`config.mk`:
```
export PLATFORM = sky130hd
export DESIGN_NAME = i2s_rx_slave_flat
export DESIGN_NICKNAME = d
export VERILOG_FILES = /design/src/rtl/i2s_rx_slave_if.sv /design/src/rtl/i2s_rx_slave.sv /design/src/flat_wrapper.sv
export SDC_FILE = /design/constraint.sdc
export NUM_CORES = 1
export LEC_CHECK = 0
export ABC_AREA = 1
export BUFFER_PORTS_ARGS = -buffer_cell sky130_fd_sc_hd__buf_2
export CORE_ASPECT_RATIO = 1.4
export CORE_UTILIZATION = 60
export DETAILED_ROUTE_END_ITERATION = 10
export PLACE_DENSITY = 0.92
export SKIP_CTS_REPAIR_TIMING = 1
export SYNTH_ARGS = -nofsm -noshare
export SYNTH_HDL_FRONTEND = slang
export SYNTH_SLANG_ARGS = --single-unit
```
`constraint.sdc`:
```
create_clock -name i_clk_12_288 -period 3.31 [get_ports i_clk_12_288]
set_input_delay 0.8275 -clock i_clk_12_288 [delete_from_list [all_inputs] [get_ports i_clk_12_288]]
set_output_delay 0.8275 -clock i_clk_12_288 [all_outputs]
set_load 0.02 [all_outputs]
```
`src/rtl/i2s_rx_slave_if.sv`:
```
// I2S receive bus: external SCLK/LRCLK/SDATA toward the receiver, decoded
// stereo samples and status back to the consumer.
interface i2s_rx_slave_if #(
  parameter int DATA_BIT = 24
);
  logic                i_sclk;
  logic                i_lrclk;
  logic                i_sdata;
  logic [DATA_BIT-1:0] o_left;
  logic [DATA_BIT-1:0] o_right;
  logic                o_valid;
  logic                o_locked;
  logic                o_frame_err;

  modport slave (
    input  i_sclk, i_lrclk, i_sdata,
    output o_left, o_right, o_valid, o_locked, o_frame_err
  );

  modport master (
    output i_sclk, i_lrclk, i_sdata,
    input  o_left, o_right, o_valid, o_locked, o_frame_err
  );
endinterface

```
`src/rtl/i2s_rx_slave.sv`:
```
// I2S slave receiver: oversamples an external SCLK/LRCLK/SDATA bus in the
// 12.288 MHz domain, locks onto the frame and emits left/right word pairs.
module i2s_rx_slave #(
  parameter int DATA_BIT    = 24,
  parameter int SLOT_BIT    = 32,
  parameter int TIMEOUT_CYC = 32
) (
  input  logic         i_clk_12_288,
  input  logic         i_reset_n,
  i2s_rx_slave_if.slave bus
);

  localparam int CNT_W = $clog2(SLOT_BIT + 2);
  localparam int TMR_W = $clog2(TIMEOUT_CYC + 1);

  localparam logic [CNT_W-1:0] CNT_ONE  = CNT_W'(1);
  localparam logic [CNT_W-1:0] CNT_SLOT = CNT_W'(SLOT_BIT);
  localparam logic [CNT_W-1:0] CNT_WORD = CNT_W'(DATA_BIT + 1);
  localparam logic [TMR_W-1:0] TMR_LAST = TMR_W'(TIMEOUT_CYC - 1);

  typedef enum logic [1:0] {
    HUNT   = 2'd0,
    SYNC   = 2'd1,
    LOCKED = 2'd2
  } state_t;

  // Identical synchronizer depth on all three lines keeps data aligned with the detected edge.
  logic [2:0] sclk_sync;
  logic [1:0] lrclk_sync;
  logic [1:0] sdata_sync;
  logic       edge_q;
  logic       lr_q;
  logic       sd_q;

  // NOTE: sequential state uses non-blocking assignments so every flop samples pre-edge values.
  always_ff @(posedge i_clk_12_288 or negedge i_reset_n) begin
    if (!i_reset_n) begin
      sclk_sync  <= '0;
      lrclk_sync <= '0;
      sdata_sync <= '0;
      edge_q     <= 1'b0;
      lr_q       <= 1'b0;
      sd_q       <= 1'b0;
    end else begin
      sclk_sync  <= {sclk_sync[1:0], bus.i_sclk};
      lrclk_sync <= {lrclk_sync[0], bus.i_lrclk};
      sdata_sync <= {sdata_sync[0], bus.i_sdata};
      edge_q     <= sclk_sync[1] & ~sclk_sync[2];
      lr_q       <= lrclk_sync[1];
      sd_q       <= sdata_sync[1];
    end
  end

  state_t              state;
  logic [CNT_W-1:0]    cnt;
  logic [TMR_W-1:0]    timer;
  logic                lr_prev;
  logic [DATA_BIT-1:0] shift_reg;
  logic [DATA_BIT-1:0] left_hold;

  logic                lr_change;
  logic [CNT_W-1:0]    cnt_next;
  logic [DATA_BIT-1:0] shift_next;

  assign lr_change  = lr_q ^ lr_prev;
  assign cnt_next   = cnt + CNT_ONE;
  assign shift_next = {shift_reg[DATA_BIT-2:0], sd_q};

  always_ff @(posedge i_clk_12_288 or negedge i_reset_n) begin
    if (!i_reset_n) begin
      state           <= HUNT;
      cnt             <= '0;
      timer           <= '0;
      lr_prev         <= 1'b0;
      // NOTE: sample registers are plain flops, cleared so post-reset outputs are deterministic.
      shift_reg       <= '0;
      left_hold       <= '0;
      bus.o_left      <= '0;
      bus.o_right     <= '0;
      bus.o_valid     <= 1'b0;
      bus.o_locked    <= 1'b0;
      bus.o_frame_err <= 1'b0;
    end else begin
      bus.o_valid     <= 1'b0;
      bus.o_frame_err <= 1'b0;
      if (edge_q) lr_prev <= lr_q;

      case (state)
        HUNT: begin
          timer <= '0;
          if (edge_q && lr_prev && !lr_q) begin
            state <= SYNC;
            cnt   <= CNT_ONE;
          end
        end

        SYNC, LOCKED: begin
          if (edge_q) begin
            timer <= '0;
            if (lr_change) begin
              cnt <= CNT_ONE;
              if (cnt != CNT_SLOT) begin
                bus.o_frame_err <= (state == LOCKED);
                bus.o_locked    <= 1'b0;
                // A failing 1->0 edge is still a valid frame start, so hunting ends on it.
                state           <= lr_q ? HUNT : SYNC;
              end else if (!lr_q) begin
                state        <= LOCKED;
                bus.o_locked <= 1'b1;
              end
            end else if (cnt == CNT_SLOT) begin
              bus.o_frame_err <= (state == LOCKED);
              bus.o_locked    <= 1'b0;
              state           <= HUNT;
            end else begin
              cnt <= cnt_next;
              if (cnt_next <= CNT_WORD) shift_reg <= shift_next;
              if (cnt_next == CNT_WORD) begin
                if (!lr_q) begin
                  left_hold <= shift_next;
                end else if (state == LOCKED) begin
                  bus.o_left  <= left_hold;
                  bus.o_right <= shift_next;
                  bus.o_valid <= 1'b1;
                end
              end
            end
          end else if (timer == TMR_LAST) begin
            timer           <= '0;
            bus.o_frame_err <= (state == LOCKED);
            bus.o_locked    <= 1'b0;
            state           <= HUNT;
          end else begin
            timer <= timer + 1'b1;
          end
        end

        default: begin
          state        <= HUNT;
          bus.o_locked <= 1'b0;
        end
      endcase
    end
  end

endmodule

```
`src/flat_wrapper.sv`:
```
// flat-port wrapper written by rule: the top's interface ports become plain ports
module i2s_rx_slave_flat 
#(
  parameter int DATA_BIT    = 24,
  parameter int SLOT_BIT    = 32,
  parameter int TIMEOUT_CYC = 32
)
  (i_clk_12_288, i_reset_n, bus_i_sclk, bus_i_lrclk, bus_i_sdata, bus_o_left, bus_o_right, bus_o_valid, bus_o_locked, bus_o_frame_err);
  i2s_rx_slave_if #(.DATA_BIT(DATA_BIT)) bus_i ();
  input  logic i_clk_12_288;
  input  logic i_reset_n;
  input wire logic [$bits(bus_i.i_sclk)-1:0] bus_i_sclk;
  input wire logic [$bits(bus_i.i_lrclk)-1:0] bus_i_lrclk;
  input wire logic [$bits(bus_i.i_sdata)-1:0] bus_i_sdata;
  output wire logic [$bits(bus_i.o_left)-1:0] bus_o_left;
  output wire logic [$bits(bus_i.o_right)-1:0] bus_o_right;
  output wire logic [$bits(bus_i.o_valid)-1:0] bus_o_valid;
  output wire logic [$bits(bus_i.o_locked)-1:0] bus_o_locked;
  output wire logic [$bits(bus_i.o_frame_err)-1:0] bus_o_frame_err;
  assign bus_i.i_sclk = bus_i_sclk;
  assign bus_i.i_lrclk = bus_i_lrclk;
  assign bus_i.i_sdata = bus_i_sdata;
  assign bus_o_left = bus_i.o_left;
  assign bus_o_right = bus_i.o_right;
  assign bus_o_valid = bus_i.o_valid;
  assign bus_o_locked = bus_i.o_locked;
  assign bus_o_frame_err = bus_i.o_frame_err;
  i2s_rx_slave #(.DATA_BIT(DATA_BIT), .SLOT_BIT(SLOT_BIT), .TIMEOUT_CYC(TIMEOUT_CYC)) u_core (.i_clk_12_288(i_clk_12_288), .i_reset_n(i_reset_n), .bus(bus_i));
endmodule
```
==> results.sh <==
export IMPL_finalMaxSlewViolations=0
export IMPL_initial_core_util=0.620
export IMPL_yosysMostFrequentCell="nand2_1"
export IMPL_multi_input_area_um2=1740
export IMPL_worst_pin_slew_ps=734
export IMPL_hold_viol_final=0
export IMPL_yosys_area_share_simple=0.218
export IMPL_rsz0062_at_grt="false"
export IMPL_worstSetupPathType="reg2reg"
export IMPL_synthFlopType="dfrtp_1"
export IMPL_post_route_period_util=0.781
export IMPL_drt_iter0_drc=444
export IMPL_synth_edf_count=0
export IMPL_ff_latch_area_um2=3080
export IMPL_chipWidth_um=83.6
export IMPL_max_cap_viol_count=0
export IMPL_cts_htree_levels=4
export IMPL_cts_buffers=17
export IMPL_wl_per_cell_um=14.5
export IMPL_critPathLaunchType="flip-flop"
export IMPL_synth_fp_nets=695
export IMPL_critPathRequiredTime_ps=3670
export IMPL_cts_root_buf="clkbuf_16"
export IMPL_fillerInstances=579
export IMPL_hp_class="reg2reg"
export IMPL_setup_viol=0
export IMPL_numPortBuffers=55
export IMPL_fin_setup_tns_ps=0
export IMPL_hpwl_mm=7.43
export IMPL_grt_first_pass_wirelength_mm=20.7
export IMPL_core_area_um2=9030
export IMPL_clock_sinks=123
export IMPL_dr_pass1_iters=5
export IMPL_end_kind="flip-flop"
export IMPL_synth_seq_cells=123
export IMPL_vias_per_cell=5.37
export IMPL_synthesis_area_per_instance_um2=8.24
export IMPL_synth_compound_area_frac=0.0610
export IMPL_drcViolationCount=0
export IMPL_row_count=41
export IMPL_yosys_top_cells_count="185 x nand2_1, 169 x inv_1, 123 x dfrtp_1"
export IMPL_antenna_found_initial=0
export IMPL_fin_nets=746
export IMPL_drive_above_1_share=0.129
export IMPL_syn_to_final_growth_pct=16.6
export IMPL_finalCriticalPeriod_ps=2590
export IMPL_yosys_area_top_type="dfrtp_1"
export IMPL_grt_pass1_vias=4429
export IMPL_synthArstFlopShare=1.00
export IMPL_placed_cells=818
export IMPL_slew_headroom=0.509
export IMPL_clkLatencyLatePin_ps=420
export IMPL_seq_area_frac_synth=0.550
export IMPL_fp_dieArea_um2=9730
export IMPL_grt_max_degree=88
export IMPL_die_h_um=116
export IMPL_routed_wl_mm=12.3
export IMPL_clk_pin_slew_worst_paths_ps=50
export IMPL_tritoncts="built"
export IMPL_max_freq_mhz=387
export IMPL_r2r_slack_ps=720
export IMPL_status="finished clean"
export IMPL_vias=4563
export IMPL_grtUsageTotal=0.273
export IMPL_p_leak_uw=0.00369
export IMPL_worstPathMaxFanout=22
export IMPL_vdd_drop_max_uv=405
export IMPL_synth_fa_ha_area_frac=0.0246
export IMPL_synth_top_family_by_area="simple AND/OR/NAND/NOR gates"
export IMPL_ys_warn_count=0
export IMPL_ys_top_cells_by_area="dfrtp_1 55%, nand2_1 12%, inv_1 11%"
export IMPL_power_density_nw_per_um2=588
export IMPL_clock_skew_final_ps=6.06
export IMPL_top_regs="u_core.bus.o_left (24), u_core.bus.o_right (24), u_core.left_hold (24)"
export IMPL_grt_overflow_total=0
export IMPL_yosysTopAreaCellShare=0.550
export IMPL_drtAntennaViolNets=0
export IMPL_synth_xor_area_share=0.00469
export IMPL_netlist_instances=679
export IMPL_synth_cell_type_count=25
export IMPL_arrival_ps=2940
export IMPL_cts_buffer_depth=2
export IMPL_antennaDiodeCount=0
export IMPL_synthMuxAreaShare=0
export IMPL_syn_cell_area_um2=5600
export IMPL_pin_count=56
export IMPL_globalplace_congestion=0.834
export IMPL_layout_cells_non_filler=850
final timing paths:
check | from | end | cells after the start
setup / recovery | u_core.cnt[0]$_DFFE_PN0P_ | u_core.bus.o_right[2]$_DFFE_PN0P_ | 11
hold / removal | u_core.lrclk_sync[0]$_DFF_PN0_ | u_core.lrclk_sync[1]$_DFF_PN0_ | 0
setup reg to reg | u_core.cnt[0]$_DFFE_PN0P_ | u_core.bus.o_right[2]$_DFFE_PN0P_ | 11
hold reg to reg | u_core.lrclk_sync[0]$_DFF_PN0_ | u_core.lrclk_sync[1]$_DFF_PN0_ | 0
max in group asynchronous | i_reset_n | u_core.left_hold[12]$_DFFE_PN0P_ | 2
min in group asynchronous | i_reset_n | u_core.timer[1]$_DFFE_PN0P_ | 1
kinds of logic (layout without fill, tap and decap cells):
logic type | count (synthesis) | count (layout)
compound gates | 67 | 67
buf+inv | 199 | 263
flops | 123 | 123
xor+xnor | 3 | 3
fa+ha+maj | 11 | 11
simple gates | 276 | 276
area by class of cell:
class / instances / share of cell area
Timing Repair Buffer: 62 / 0.0525
Inverter: 169 / 0.0972
Sequential cell: 123 / 0.472
Clock inverter: 7 / 0.0173
Multi-Input combinational cell: 357 / 0.266
Clock buffer: 25 / 0.0744
Tap cell: 107 / 0.0205
layer usage:
metal / GRT usage / share of wire
met5: 0 / 0
met4: 0.131 / 0.030
met3: 0.0848 / 0.063
met2: 0.441 / 0.50
met1: 0.339 / 0.41
cell usage in the layout (no fill, tap or decap):
cell type	n
ha_1	11
nand4_1	54
dfrtp_1	123
buf_4	7
bufinv_16	3
nand3_2	2
nand2_2	2
o211ai_1	1
clkbuf_16	17
buf_2	54
nor3_1	3
clkinvlp_4	1
o21a_1	1
clkbuf_8	3
clkinv_2	3
nand3_1	11
nor2_4	3
nand3b_1	1
xor2_1	3
a31oi_1	1
o21ai_0	39
clkbuf_1	5
a21oi_1	5
inv_1	169
o21ai_1	20
buf_12	1
nand2_1	185
nor2_1	15
report_power, final:
part / leakage, µW / switching (µW) / total (µW) / internal, µW
logic: 0.00172 / 244 / 342 / 98.5
clock network: 0.000291 / 632 / 1870 / 1240
registers: 0.00168 / 59.3 / 1630 / 1570
per-stage QoR:
stage               utilization  power, µW  setup slack, ps  hold WS (ps)  instance area (µm²)
floorplan                     -       1860             1220           331                 5600
finish                    0.723       3840              725           345                 6530
CTS                       0.723       3840              756           346                 6530
global route              0.723       3970              546           350                 6530
detailed placement        0.656       1970              824           335                 5930
global placement          0.656       1950              947           332                 5930
worst max-delay path: stages, from the launching register on:
cell and delay, ps:
dfrtp_1 460, inv_1 100, ha_1 220, nand4_1 180, ha_1 180, nand3_1 120
nor2_4 430, nand3_2 300, buf_4 310, nand2_1 110, nand2_1 60, inv_1 70
(Power assumes the default switching activity.)
